**src/rtl/matrix_mult_driver.sv**
```systemverilog
// matrix_mult_driver: host-side sequencer for the 3x3 matrix multiplier.
// Accepts the operand nibbles from a valid/ready stream, clears and loads the
// multiplier, waits out its compute window, then sweeps the output-select
// address and re-emits each product with its index on a valid/ready stream.
module matrix_mult_driver #(
    parameter int N_IN  = 18,
    parameter int N_CMP = 9,
    parameter int N_OUT = 9
) (
    input  logic       ic,
    input  logic       mr,
    input  logic       start,
    input  logic       abort,
    input  logic [3:0] in_data,
    input  logic       in_valid,
    output logic       in_ready,
    output logic [9:0] res_data,
    output logic [3:0] res_idx,
    output logic       res_last,
    output logic       res_valid,
    input  logic       res_ready,
    output logic       busy,
    output logic       done,
    output logic [3:0] mm_d,
    output logic       mm_en,
    output logic [3:0] mm_os,
    output logic       mm_mr,
    input  logic [9:0] mm_y
);

    localparam int LCW = $clog2(N_IN + 1);
    localparam int CCW = $clog2(N_CMP + 1);

    localparam logic [LCW-1:0] LOAD_LAST = LCW'(N_IN - 1);
    localparam logic [CCW-1:0] CMP_LAST  = CCW'(N_CMP - 1);
    localparam logic [3:0]     OUT_LAST  = 4'(N_OUT - 1);

    typedef enum logic [2:0] {
        S_IDLE,
        S_CLEAR,
        S_LOAD,
        S_COMPUTE,
        S_RD_SET,
        S_RD_HOLD
    } state_t;

    state_t         state_q, state_d;
    logic [LCW-1:0] load_cnt_q, load_cnt_d;
    logic [CCW-1:0] cmp_cnt_q, cmp_cnt_d;
    logic [3:0]     k_q, k_d;
    logic [9:0]     res_data_q, res_data_d;
    logic [3:0]     res_idx_q, res_idx_d;
    logic           res_last_q, res_last_d;
    logic           res_valid_q, res_valid_d;
    logic           done_q, done_d;
    logic           abort_clr_q, abort_clr_d;

    logic accept;
    logic res_fire;

    // Next-state, counter and result-register logic plus all combinational outputs
    always_comb begin
        state_d     = state_q;
        load_cnt_d  = load_cnt_q;
        cmp_cnt_d   = cmp_cnt_q;
        k_d         = k_q;
        res_data_d  = res_data_q;
        res_idx_d   = res_idx_q;
        res_last_d  = res_last_q;
        res_valid_d = res_valid_q;
        done_d      = 1'b0;
        abort_clr_d = abort;

        in_ready = 1'b0;
        mm_en    = 1'b0;
        mm_d     = 4'd0;
        mm_os    = 4'd0;
        busy     = (state_q != S_IDLE);
        // The multiplier is held clear for the whole of reset, during CLEAR,
        // and for one cycle after an abort so a cancelled job leaves no residue.
        mm_mr    = mr | (state_q == S_CLEAR) | abort_clr_q;

        accept   = (state_q == S_LOAD) && in_valid;
        res_fire = res_valid_q && res_ready;

        case (state_q)
            S_IDLE: begin
                if (start) begin
                    state_d = S_CLEAR;
                end
            end
            S_CLEAR: begin
                load_cnt_d = '0;
                cmp_cnt_d  = '0;
                k_d        = 4'd0;
                state_d    = S_LOAD;
            end
            S_LOAD: begin
                in_ready = 1'b1;
                mm_d     = in_data;
                mm_en    = in_valid;
                if (accept) begin
                    load_cnt_d = load_cnt_q + 1'b1;
                    if (load_cnt_q == LOAD_LAST) begin
                        cmp_cnt_d = '0;
                        state_d   = S_COMPUTE;
                    end
                end
            end
            S_COMPUTE: begin
                mm_en = 1'b1;
                if (cmp_cnt_q == CMP_LAST) begin
                    k_d     = 4'd0;
                    state_d = S_RD_SET;
                end else begin
                    cmp_cnt_d = cmp_cnt_q + 1'b1;
                end
            end
            S_RD_SET: begin
                mm_en       = 1'b1;
                mm_os       = k_q;
                res_data_d  = mm_y;
                res_idx_d   = k_q;
                res_last_d  = (k_q == OUT_LAST);
                res_valid_d = 1'b1;
                state_d     = S_RD_HOLD;
            end
            S_RD_HOLD: begin
                mm_en = 1'b1;
                mm_os = k_q;
                if (res_fire) begin
                    res_valid_d = 1'b0;
                    if (k_q == OUT_LAST) begin
                        done_d  = 1'b1;
                        state_d = S_IDLE;
                    end else begin
                        k_d     = k_q + 4'd1;
                        state_d = S_RD_SET;
                    end
                end
            end
            default: begin
                state_d = S_IDLE;
            end
        endcase

        if (abort) begin
            state_d     = S_IDLE;
            res_valid_d = 1'b0;
            done_d      = 1'b0;
        end

        res_data  = res_data_q;
        res_idx   = res_idx_q;
        res_last  = res_last_q;
        res_valid = res_valid_q;
        done      = done_q;
    end

    // State, counters and registered result stream with asynchronous reset
    always_ff @(posedge ic or posedge mr) begin
        if (mr) begin
            state_q     <= S_IDLE;
            load_cnt_q  <= '0;
            cmp_cnt_q   <= '0;
            k_q         <= 4'd0;
            res_data_q  <= 10'd0;
            res_idx_q   <= 4'd0;
            res_last_q  <= 1'b0;
            res_valid_q <= 1'b0;
            done_q      <= 1'b0;
            abort_clr_q <= 1'b0;
        end else begin
            state_q     <= state_d;
            load_cnt_q  <= load_cnt_d;
            cmp_cnt_q   <= cmp_cnt_d;
            k_q         <= k_d;
            res_data_q  <= res_data_d;
            res_idx_q   <= res_idx_d;
            res_last_q  <= res_last_d;
            res_valid_q <= res_valid_d;
            done_q      <= done_d;
            abort_clr_q <= abort_clr_d;
        end
    end

endmodule

```
**config.mk**
```make
export PLATFORM = sky130hd
export DESIGN_NAME = matrix_mult_driver
export DESIGN_NICKNAME = d
export VERILOG_FILES = /design/src/rtl/matrix_mult_driver.sv
export SDC_FILE = /design/constraint.sdc
export NUM_CORES = 1
export LEC_CHECK = 0
export ABC_AREA = 1
export CAP_MARGIN = 20
export CORE_UTILIZATION = 49
export CTS_CLUSTER_DIAMETER = 100
export DETAILED_ROUTE_END_ITERATION = 6
export GPL_TIMING_DRIVEN = 0
export PLACE_DENSITY = 0.8
export SETUP_SLACK_MARGIN = 0.15
export SLEW_MARGIN = 30
export SYNTH_ARGS = -nofsm -noshare
export SYNTH_HDL_FRONTEND = slang
export SYNTH_SLANG_ARGS = --single-unit
```
**constraint.sdc**
```tcl
create_clock -name ic -period 1.55 [get_ports ic]
set_input_delay 0.2325 -clock ic [delete_from_list [all_inputs] [get_ports ic]]
set_output_delay 0.2325 -clock ic [all_outputs]
set_load 0.005 [all_outputs]
```
# Word-level counts from Yosys, hierarchy flattened
# Index checks and enable logic that the tools add are counted.
classes:
  add_sub_neg: 3
  n_eq_ne: 19
  muxes: 29
  bitwise: 2
  reduce_logical: 15
ops:
  columns: ["cell", "n"]
  rows:
  - ["two-way mux 4 bit", 8]
  - ["one-hot mux 4 bit (3 select lines)", 2]
  - ["two-way mux 3 bit", 7]
  - ["one-hot mux 3 bit (6 select lines)", 1]
  - ["!= test 3 bit, second input constant", 4]
  - ["nonzero test 3 bit", 4]
  - ["!= test 2 bit, second input constant", 5]
  - ["one-hot mux 5 bit (2 select lines)", 1]
  - ["adder 4 x 1 -> 4 bit, second input constant", 2]
  - ["equality test 4 bit, second input constant", 2]
  - ["AND reduction 4 bit", 2]
  - ["two-way mux 1 bit", 7]
  - ["equality test 3 x 2 -> 1 bit, second input constant", 2]
  - ["equality test 3 bit, second input constant", 2]
  - ["adder 5 x 1 -> 5 bit, second input constant", 1]
  - ["equality test 5 bit, second input constant", 1]
  - ["two-way mux 5 bit", 1]
  - ["AND reduction 5 bit", 1]
  - ["one-hot mux 1 bit (2 select lines)", 2]
  - ["AND reduction 2 bit", 2]
  - ["equality test 3 x 1 -> 1 bit, second input constant", 1]
  - ["zero test 3 bit", 1]
  - ["!= test 3 x 2 -> 1 bit, second input constant", 1]
  - ["OR reduction 3 bit", 1]
  - ["other kinds (5)", 7]
totals:
  register_bits: 34
  in_bits: 20
  output_inout_bits: 29
  word_cells: 78

# Depth between registers and ports, before layout
# Gate-level depths: netlist (run 1).
logic_depth:
  depth_word: 5
  mapped_depth: 10
  ltp_nobuf: 10

# Worst setup path after synthesis (run 1)
# Ideal clock, no wire load.
synth_timing:
  path_kind: "reg2reg"
  from: "reg state_q[2]"
  to: "reg cmp_cnt_q[3]"
  setup_ns: 0.121
  arrival_ns: 1.168
  required_time_ns: 1.429
  path_slack_ns: 0.261
  stages_incl_launch_ff: 10
  path_buffers: 1
  synth_period_minus_slack_ns: 1.289
  path_cell_list: "dfrtp_1 buf_6 inv_2 nand2_1 nor2_4 nand2_2 o21ai_2 nand3_4 nand2_1 o21ai_1"
synth_between:
  elab_chain_len: 4
  elab_cells_between_ends: 10
  classes_between: "6 x eq/ne; 1 x mux; 3 x reduce/logical"
synth_lines:
  columns: ["element", "line", "rtl"]
  rows:
  - ["start: declaration", "47", "state_t state_q, state_d;"]
  - ["start signal: assignment", "174", "state_q <= state_d;"]
  - ["equality test 3 x 2 -> 1 bit", "83, 86", null]
  - ["logical AND 1 bit", "83", "accept = (state_q == S_LOAD) && in_valid;"]
  - ["!= test 2 bit (no line)", null, null]
  - ["AND reduction 4 bit (no line)", null, null]
  - ["end signal: assignment", "176", "cmp_cnt_q <= cmp_cnt_d;"]
  - ["end: declaration", "49", "logic [CCW-1:0] cmp_cnt_q, cmp_cnt_d;"]
# Parallel ways exist; a longest one is shown, timed or not.
# A chain may end at the register's enable or synchronous reset.

# Final worst setup path (run 1)
layout_timing:
  from: "reg state_q[1]"
  to: "out mm_os[0]"
layout_between:
  elab_chain_len: 3
  elab_cells_between_ends: 4
  classes_between: "2 x eq/ne; 1 x mux; 1 x reduce/logical"
layout_lines:
  columns: ["element", "line", "rtl"]
  rows:
  - ["equality test 3 bit", "86", "case (state_q)"]
  - ["OR reduction 2 bit (no line) *", null, null]
  - ["two-way mux 4 bit *", "86", null]
  - ["end: declaration", "26", "output logic [3:0] mm_os,"]
# Mark *: on every way between the ends. The rest lies on a longest branch, timed or not.

==> results of run 1 <==
## layout make-up
cell class	instances	area, um^2	area share (%)
multi-input combinational	177	1062	34.28
sequential	34	852.1	27.49
timing repair buffer	88	809.5	26.12
inverter	34	147.6	4.764
clock buffer	7	86.33	2.786
buffer	6	71.32	2.301
tap	48	60.06	1.938
clock inverter	1	5.005	0.1615
timing repair inverter	1	5.005	0.1615
## path summary, 6_finish.rpt
path                             start            to  cells after the start
min in group asynchronous           mr  cmp_cnt_q[1]                      2
hold reg to reg            res_data[6]   res_data[6]                      2
setup reg to reg            state_q[2]  cmp_cnt_q[2]                     11
setup / recovery            state_q[1]      mm_os[0]                      7
hold / removal                   abort   abort_clr_q                      1
max in group asynchronous           mr    state_q[1]                      2
## state kept, by name, indices dropped and copies added (netlist names), 3 cells and up
name,cells
res_data,10
load_cnt_q,5
cmp_cnt_q,4
res_idx,4
state_q,3
k_q,4
## kinds of logic after synthesis
logic type,synth area share (%)
AO/OA/AOI/OAI,7.001
XOR/XNOR,1.850
buffers and inverters,8.983
adder cells (fa/ha/maj),3.963
AND/OR/NAND/NOR,33.29
flip-flops,44.91
## through the flow
stage	hold slack [ns]	total power [uW]
after floorplan	0.2639	2164
after detailed placement	0.4658	2876
after CTS	0.4303	4091
after global placement	0.4606	2834
final	0.2573	4657
after global routing	0.2674	4869
## repair_timing
| item | CTS | global route |
|---|---|---|
| hold endpoints to repair | 0 | 0 |
| setup buffers | 28 | 11 |
| setup endpoints to repair | 23 | 51 |
| resized for setup | 92 | 58 |
| pin swaps | 17 | 19 |
| cloned | 0 | 2 |
## routing by layer
layer,vias up,global-route usage [%],part of all wire [%]
met3,61,8.214,9.6
met4,0,18.33,8.1
met2,178,48.01,48
met5,-,0,0
li1,988,-,-
met1,1037,31.52,34
## cells in the mapped netlist, types with 2 or more instances
| master | n | share of area, % |
|---|---|---|
| xor2_1 | 3 | 1.4 |
| nand2_1 | 76 | 15 |
| inv_1 | 28 | 5.5 |
| a21oi_1 | 4 | 1.1 |
| nor2_4 | 3 | 1.8 |
| o21ai_0 | 10 | 2.6 |
| ha_1 | 6 | 4.0 |
| o21ai_1 | 7 | 1.8 |
| nand4_1 | 3 | 0.99 |
| dfrtp_1 | 34 | 45 |
| inv_2 | 5 | 0.99 |
| nand2_2 | 2 | 0.66 |
| nor2_1 | 30 | 5.9 |
| buf_6 | 2 | 1.2 |
| clkbuf_1 | 2 | 0.40 |
| nand3_1 | 21 | 5.5 |
| or2_2 | 2 | 0.66 |
| nor3_1 | 2 | 0.53 |
## critical path: cells and delay by family (launching register included)
kind | cells | cell delay (ns)
flops | 1 | 0.45
simple gates | 4 | 0.43
buf+inv | 3 | 0.32
## power by group through the flow
stage	sequential, uW	clock (uW)	combinational, uW
2_1_floorplan	1300	0	864
3_3_place_gp	1290	0	1550
3_5_place_dp	1290	0	1580
4_1_cts	1270	685	2130
5_1_grt	1320	743	2810
6_report	1300	708	2650
==> results by group, run 1 <==
Layout
  • Area Growth Syn to Fin: 63.61%
  • Layout cells sized above 1: 35.06%
  • Final Cell Area: 3099 um^2
  • Antenna cells: 0
  • Non-filler cells, final: 396
  • Commonest non-fill, non-tap cell in the layout: nand2_1
  • Commonest cells after routing, fill and taps aside: nand2_1, dfrtp_1, clkdlybuf4s50_1
  • Final net count: 373
  • Final Util: 84.02%
  • # fillers: 195

Worst setup path
  • Worst path cell trace: buf_6 -> nor2_4 -> nand2_4 -> nand2_4 -> inv_4 -> nor2_2 -> buf_2
  • Crit path kind: reg2out
  • Slowest cell on crit path: dfrtp_2
  • Worst setup EP type: output port
  • Max FO, Critical Path: 5
  • Slowest cell delay on critical path: 0.45 ns
  • Critical path arrival: 1.51 ns
  • Crit path launch type: flop
  • Most used cell, CP: nand2_4
  • FF-to-FF setup slack: -0.14 ns
  • Critical path required time: 1.32 ns

Timing
  • Final Worst Setup Slack: -0.1886 ns
  • Setup TNS Final: -2.459 ns
  • Hold Fails Final Rpt: 0
  • Worst-Margin Slew: 0.7266 ns
  • Worst slew margin: 51.49%
  • Finish-stage setup viols: 24
  • Clock skew: 0.01526 ns
  • RSZ-0062 raised after global routing: true
  • Minimum clock period: 1.739 ns
  • Pins Over Slew Limit: 0
  • Max Clock Freq: 575.2 MHz
  • Fin crit share: 112.2%

Power
  • Pwr/cell area: 1503 nW/um^2
  • Clock power frac: 15.2%
  • P_int: 2802 uW
  • Peak supply drop: 0.7453 mV
  • Flop pwr share: 27.9%
  • Switching Fraction: 39.84%
  • Combinational share of power: 56.9%
  • Psw: 1856 uW
  • Leak: 0.001585 uW

Die
  • Die height: 64.18 um
  • DIE AREA: 4118 um^2
  • Io pins: 49
  • Total core area: 3689 um^2
  • Initial Util: 51.36%
  • # rows: 22
  • Chip width: 64.18 um

Logic synthesis
  • Avg Cell Area, Syn: 7.547 um^2
  • Main synth FF type: dfrtp_1
  • Yosys reg bits: 34
  • Synthesized instance count: 251
  • Syn. warnings: 0
  • Synth unique cells: 29
  • Mapped Area: 1894 um^2
  • Post-synth EDFFs: 0
  • Net Count, Synth: 277
  • Sequential-to-total area share from yosys stat: 44.91%
  • Async SR Flop Fraction: 100.0%

Global routing
  • Initial antenna violation count: 0
  • GR Overflow Total: 0
  • GRT Util Overall: 28.58%
  • First-pass GRT wire length: 8694 um
  • Largest net degree at the start of global routing: 35
  • Vias in the first global route: 1914

Placed design
  • DP Worst Slack: -0.2890 ns
  • IO buf count: 48
  • # placed instances: 347
  • GPL Wtd Cong: 0.8663
  • HPWL after DPL: 2865 um
  • Cell area after placement: 2435 um^2

Clock network
  • CTS tree: done
  • H-tree Lvls: 2
  • Root Buffer Master: clkbuf_8
  • Clk slew on worst S/H paths: 0.08 ns
  • Clock Latency Late Sink: 0.30 ns
  • Worst-case clock buffer depth: 2
  • Number of buffers created by CTS: 5
  • Num Clock Sinks: 34
  • # hold bufs at CTS: 0

Status
  • Failing checks: negative setup slack
  • Status: finished with violations

Drt
  • DRC: 0
  • Avg WL per Cell: 17.73 um
  • Routed Antenna Nets: 0
  • Final wirelength: 7023 um
  • Initial DRC Count: 227
  • DRT Pass-1 Iters: 5
  • Vias per cell: 5.717
  • DR vias: 2264

Flow run
  • Max cap viols: 0

Worst hold path
  • Min-Delay Path Class: in2reg
Power figures use the tool's default switching activity.
==> inputs of run 2 (changes only) <==
--- a/config.mk
+++ b/config.mk
@@ -6,14 +6,15 @@
 export NUM_CORES = 1
 export LEC_CHECK = 0
 export ABC_AREA = 1
-export CAP_MARGIN = 20
+export CAP_MARGIN = 40
+export CORE_MARGIN = 10
 export CORE_UTILIZATION = 49
 export CTS_CLUSTER_DIAMETER = 100
 export DETAILED_ROUTE_END_ITERATION = 6
 export GPL_TIMING_DRIVEN = 0
 export PLACE_DENSITY = 0.8
 export SETUP_SLACK_MARGIN = 0.15
-export SLEW_MARGIN = 30
+export SLEW_MARGIN = 10
 export SYNTH_ARGS = -nofsm -noshare
 export SYNTH_HDL_FRONTEND = slang
 export SYNTH_SLANG_ARGS = --single-unit
==> run 2 against run 1 <==
The flow still finishes with violations (negative setup slack). Clock-buffer cell count is 2 lower. Register-to-register slack is essentially flat. Core utilization is 6.2 points higher. Largest cell class unchanged. Largest power group unchanged. Highest routed layer unchanged.
==> results by group, run 2 (same netlist as run 1, synthesis figures left out) <==
Die
  • Die height: 82.18 um (+28%)
  • Total core area: 3689 um^2 (unchanged)
  • # rows: 22 (unchanged)
  • DIE AREA: 6753 um^2 (+64%)
  • Initial Util: 51.36% (unchanged)
  • Chip width: 82.18 um (+28%)
  • Io pins: 49 (unchanged)

Flow run
  • Max cap viols: 0 (unchanged)

Worst setup path
  • Critical path arrival: 1.48 ns (-0.03 ns)
  • Worst setup EP type: output port
  • Slowest cell on crit path: dfrtp_2
  • Worst Path Buf+Inv: 3 (unchanged)
  • Max FO, Critical Path: 5 (unchanged)
  • Crit path launch type: flop
  • Worst path cell trace: buf_8 -> nor2_4 -> nand2_2 -> nand2_4 -> inv_6 -> nor2_2 -> buf_2
  • CP delay by family, top: flip-flops
  • Slowest cell delay on critical path: 0.44 ns (about the same)
  • Crit path kind: reg2out
  • Critical path required time: 1.32 ns (about the same)

Drt
  • DRT Pass-1 Iters: 5 (unchanged)
  • DR vias: 2315 (+2.3%)
  • Initial DRC Count: 271 (+19%)
  • Final wirelength: 8232 um (+17%)
  • Routed Antenna Nets: 0 (unchanged)
  • Vias per cell: 5.817 (+1.7%)
  • Avg WL per Cell: 20.68 um (+17%)
  • DRC: 0 (unchanged)

Timing
  • Setup TNS Final: -2.186 ns (+0.2733 ns)
  • Hold Fails Final Rpt: 0 (unchanged)
  • Pins Over Slew Limit: 0 (unchanged)
  • Worst slew margin: 52.71% (+1.2 points)
  • Worst-Margin Slew: 0.7083 ns (-0.01823 ns)
  • RSZ-0062 raised after global routing: true
  • Max Clock Freq: 585.0 MHz (+1.7%)
  • Finish-stage setup viols: 23 (-4.2%)
  • Minimum clock period: 1.709 ns (-0.02919 ns)
  • Clock skew: 0.004413 ns (-0.01085 ns)
  • Final Worst Setup Slack: -0.1594 ns (+0.02919 ns)
  • Fin crit share: 110.3% (-1.9 points)

Global routing
  • GR Overflow Total: 0 (unchanged)
  • Vias in the first global route: 2043 (+6.7%)
  • Largest net degree at the start of global routing: 35 (unchanged)
  • GRT Util Overall: 18.94% (-9.6 points)
  • Initial antenna violation count: 0 (unchanged)
  • First-pass GRT wire length: 9929 um (+14%)

Layout
  • Commonest non-fill, non-tap cell in the layout: nand2_1
  • # fillers: 156 (-20%)
  • Sequential cell area: 853.3 um^2 (+0.15%)
  • Multi-input gate area: 1169 um^2 (+10%)
  • Layout cells sized above 1: 43.71% (+8.7 points)
  • Final Cell Area: 3328 um^2 (+7.4%)
  • Antenna cells: 0 (unchanged)
  • Commonest cells after routing, fill and taps aside: nand2_1, dfrtp_1, clkdlybuf4s50_1
  • Area Growth Syn to Fin: 75.69%
  • Max reg flops: 10 (unchanged)
  • Non-filler cells, final: 398 (+0.51%)
  • Final net count: 376 (+0.80%)

Placed design
  • Cell area after placement: 2435 um^2 (unchanged)
  • HPWL after DPL: 3261 um (+14%)
  • # placed instances: 347 (unchanged)
  • GPL Wtd Cong: 0.8975 (+3.6%)
  • IO buf count: 48 (unchanged)

Clock network
  • Number of buffers created by CTS: 5 (unchanged)
  • H-tree Lvls: 2 (unchanged)
  • Root Buffer Master: clkbuf_8
  • Clk slew on worst S/H paths: 0.07 ns (about the same)
  • Worst-case clock buffer depth: 2 (unchanged)
  • Num Clock Sinks: 34 (unchanged)
  • Clock Latency Late Sink: 0.29 ns (about the same)
  • CTS tree: done

Worst hold path
  • Min-Delay Path Class: in2reg

Status
  • Status: finished with violations
  • Failing checks: negative setup slack

Power
  • Leak: 0.001725 uW (+8.8%)
  • Tot Pwr: 4972 uW (+6.8%)
  • Pwr/cell area: 1494 nW/um^2 (-0.59%)
  • Peak supply drop: 0.8101 mV (+8.7%)
run 2: path summary, 6_finish.rpt:
| kind | depth (start not counted) | slack (ns) | to | from |
|---|---|---|---|---|
| max reg2reg | 11 | -0.14 | cmp_cnt_q[1] | state_q[2] |
| min reg2reg | 2 | 0.49 | res_data[8] | res_data[8] |
| min in group asynchronous | 2 | 0.42 | k_q[2] | mr |
| max in group asynchronous | 2 | 0.64 | state_q[1] | mr |
| max | 7 | -0.16 | mm_os[3] | state_q[0] |
| min | 1 | 0.25 | abort_clr_q | abort |
run 2: final cells by class:
| type | count | share of cell area [%] |
|---|---|---|
| buffer | 6 | 2.256 |
| clock buffer | 5 | 2.068 |
| clock inverter | 2 | 0.3008 |
| inverter | 34 | 4.737 |
| multi-input combinational | 177 | 35.11 |
| sequential | 34 | 25.64 |
| tap | 48 | 1.805 |
| timing repair buffer | 92 | 28.08 |
run 2: power breakdown:
group,switching [uW],internal (uW)
logic,1540,1480
clock network,345,302
registers,179,1130
run 2: metrics by stage:
| stage | hold WS [ns] | setup WS, ns | utilization (%) |
|---|---|---|---|
| 6_report | 0.2531 | -0.1594 | 90.23 |
| 5_1_grt | 0.2494 | -0.2232 | 90.23 |
| 4_1_cts | 0.4329 | -0.04869 | 77.85 |
| 3_5_place_dp | 0.4655 | -0.3135 | 66.01 |
| 3_3_place_gp | 0.4603 | -0.2884 | 66.01 |
| 2_1_floorplan | 0.2639 | 0.2609 | - |
run 2: timing repair:
item,in CTS,in global routing
resized for setup,88,116
hold buffers,0,0
endpoints found under the setup margin,23,54
buffers inserted,28,12
gates cloned,1,3
pin swaps,13,24
run 2: routing by layer:
metal  GRT usage, %  share of wire (%)  vias to the layer above  wire length (um)
met5              0                  0                        -                 0
met4          9.694                4.1                        0               334
met3          5.184                9.9                       41               815
met2          31.97                 48                      193              3923
met1          21.55                 38                     1094              3159
li1               -                  -                      987                 -
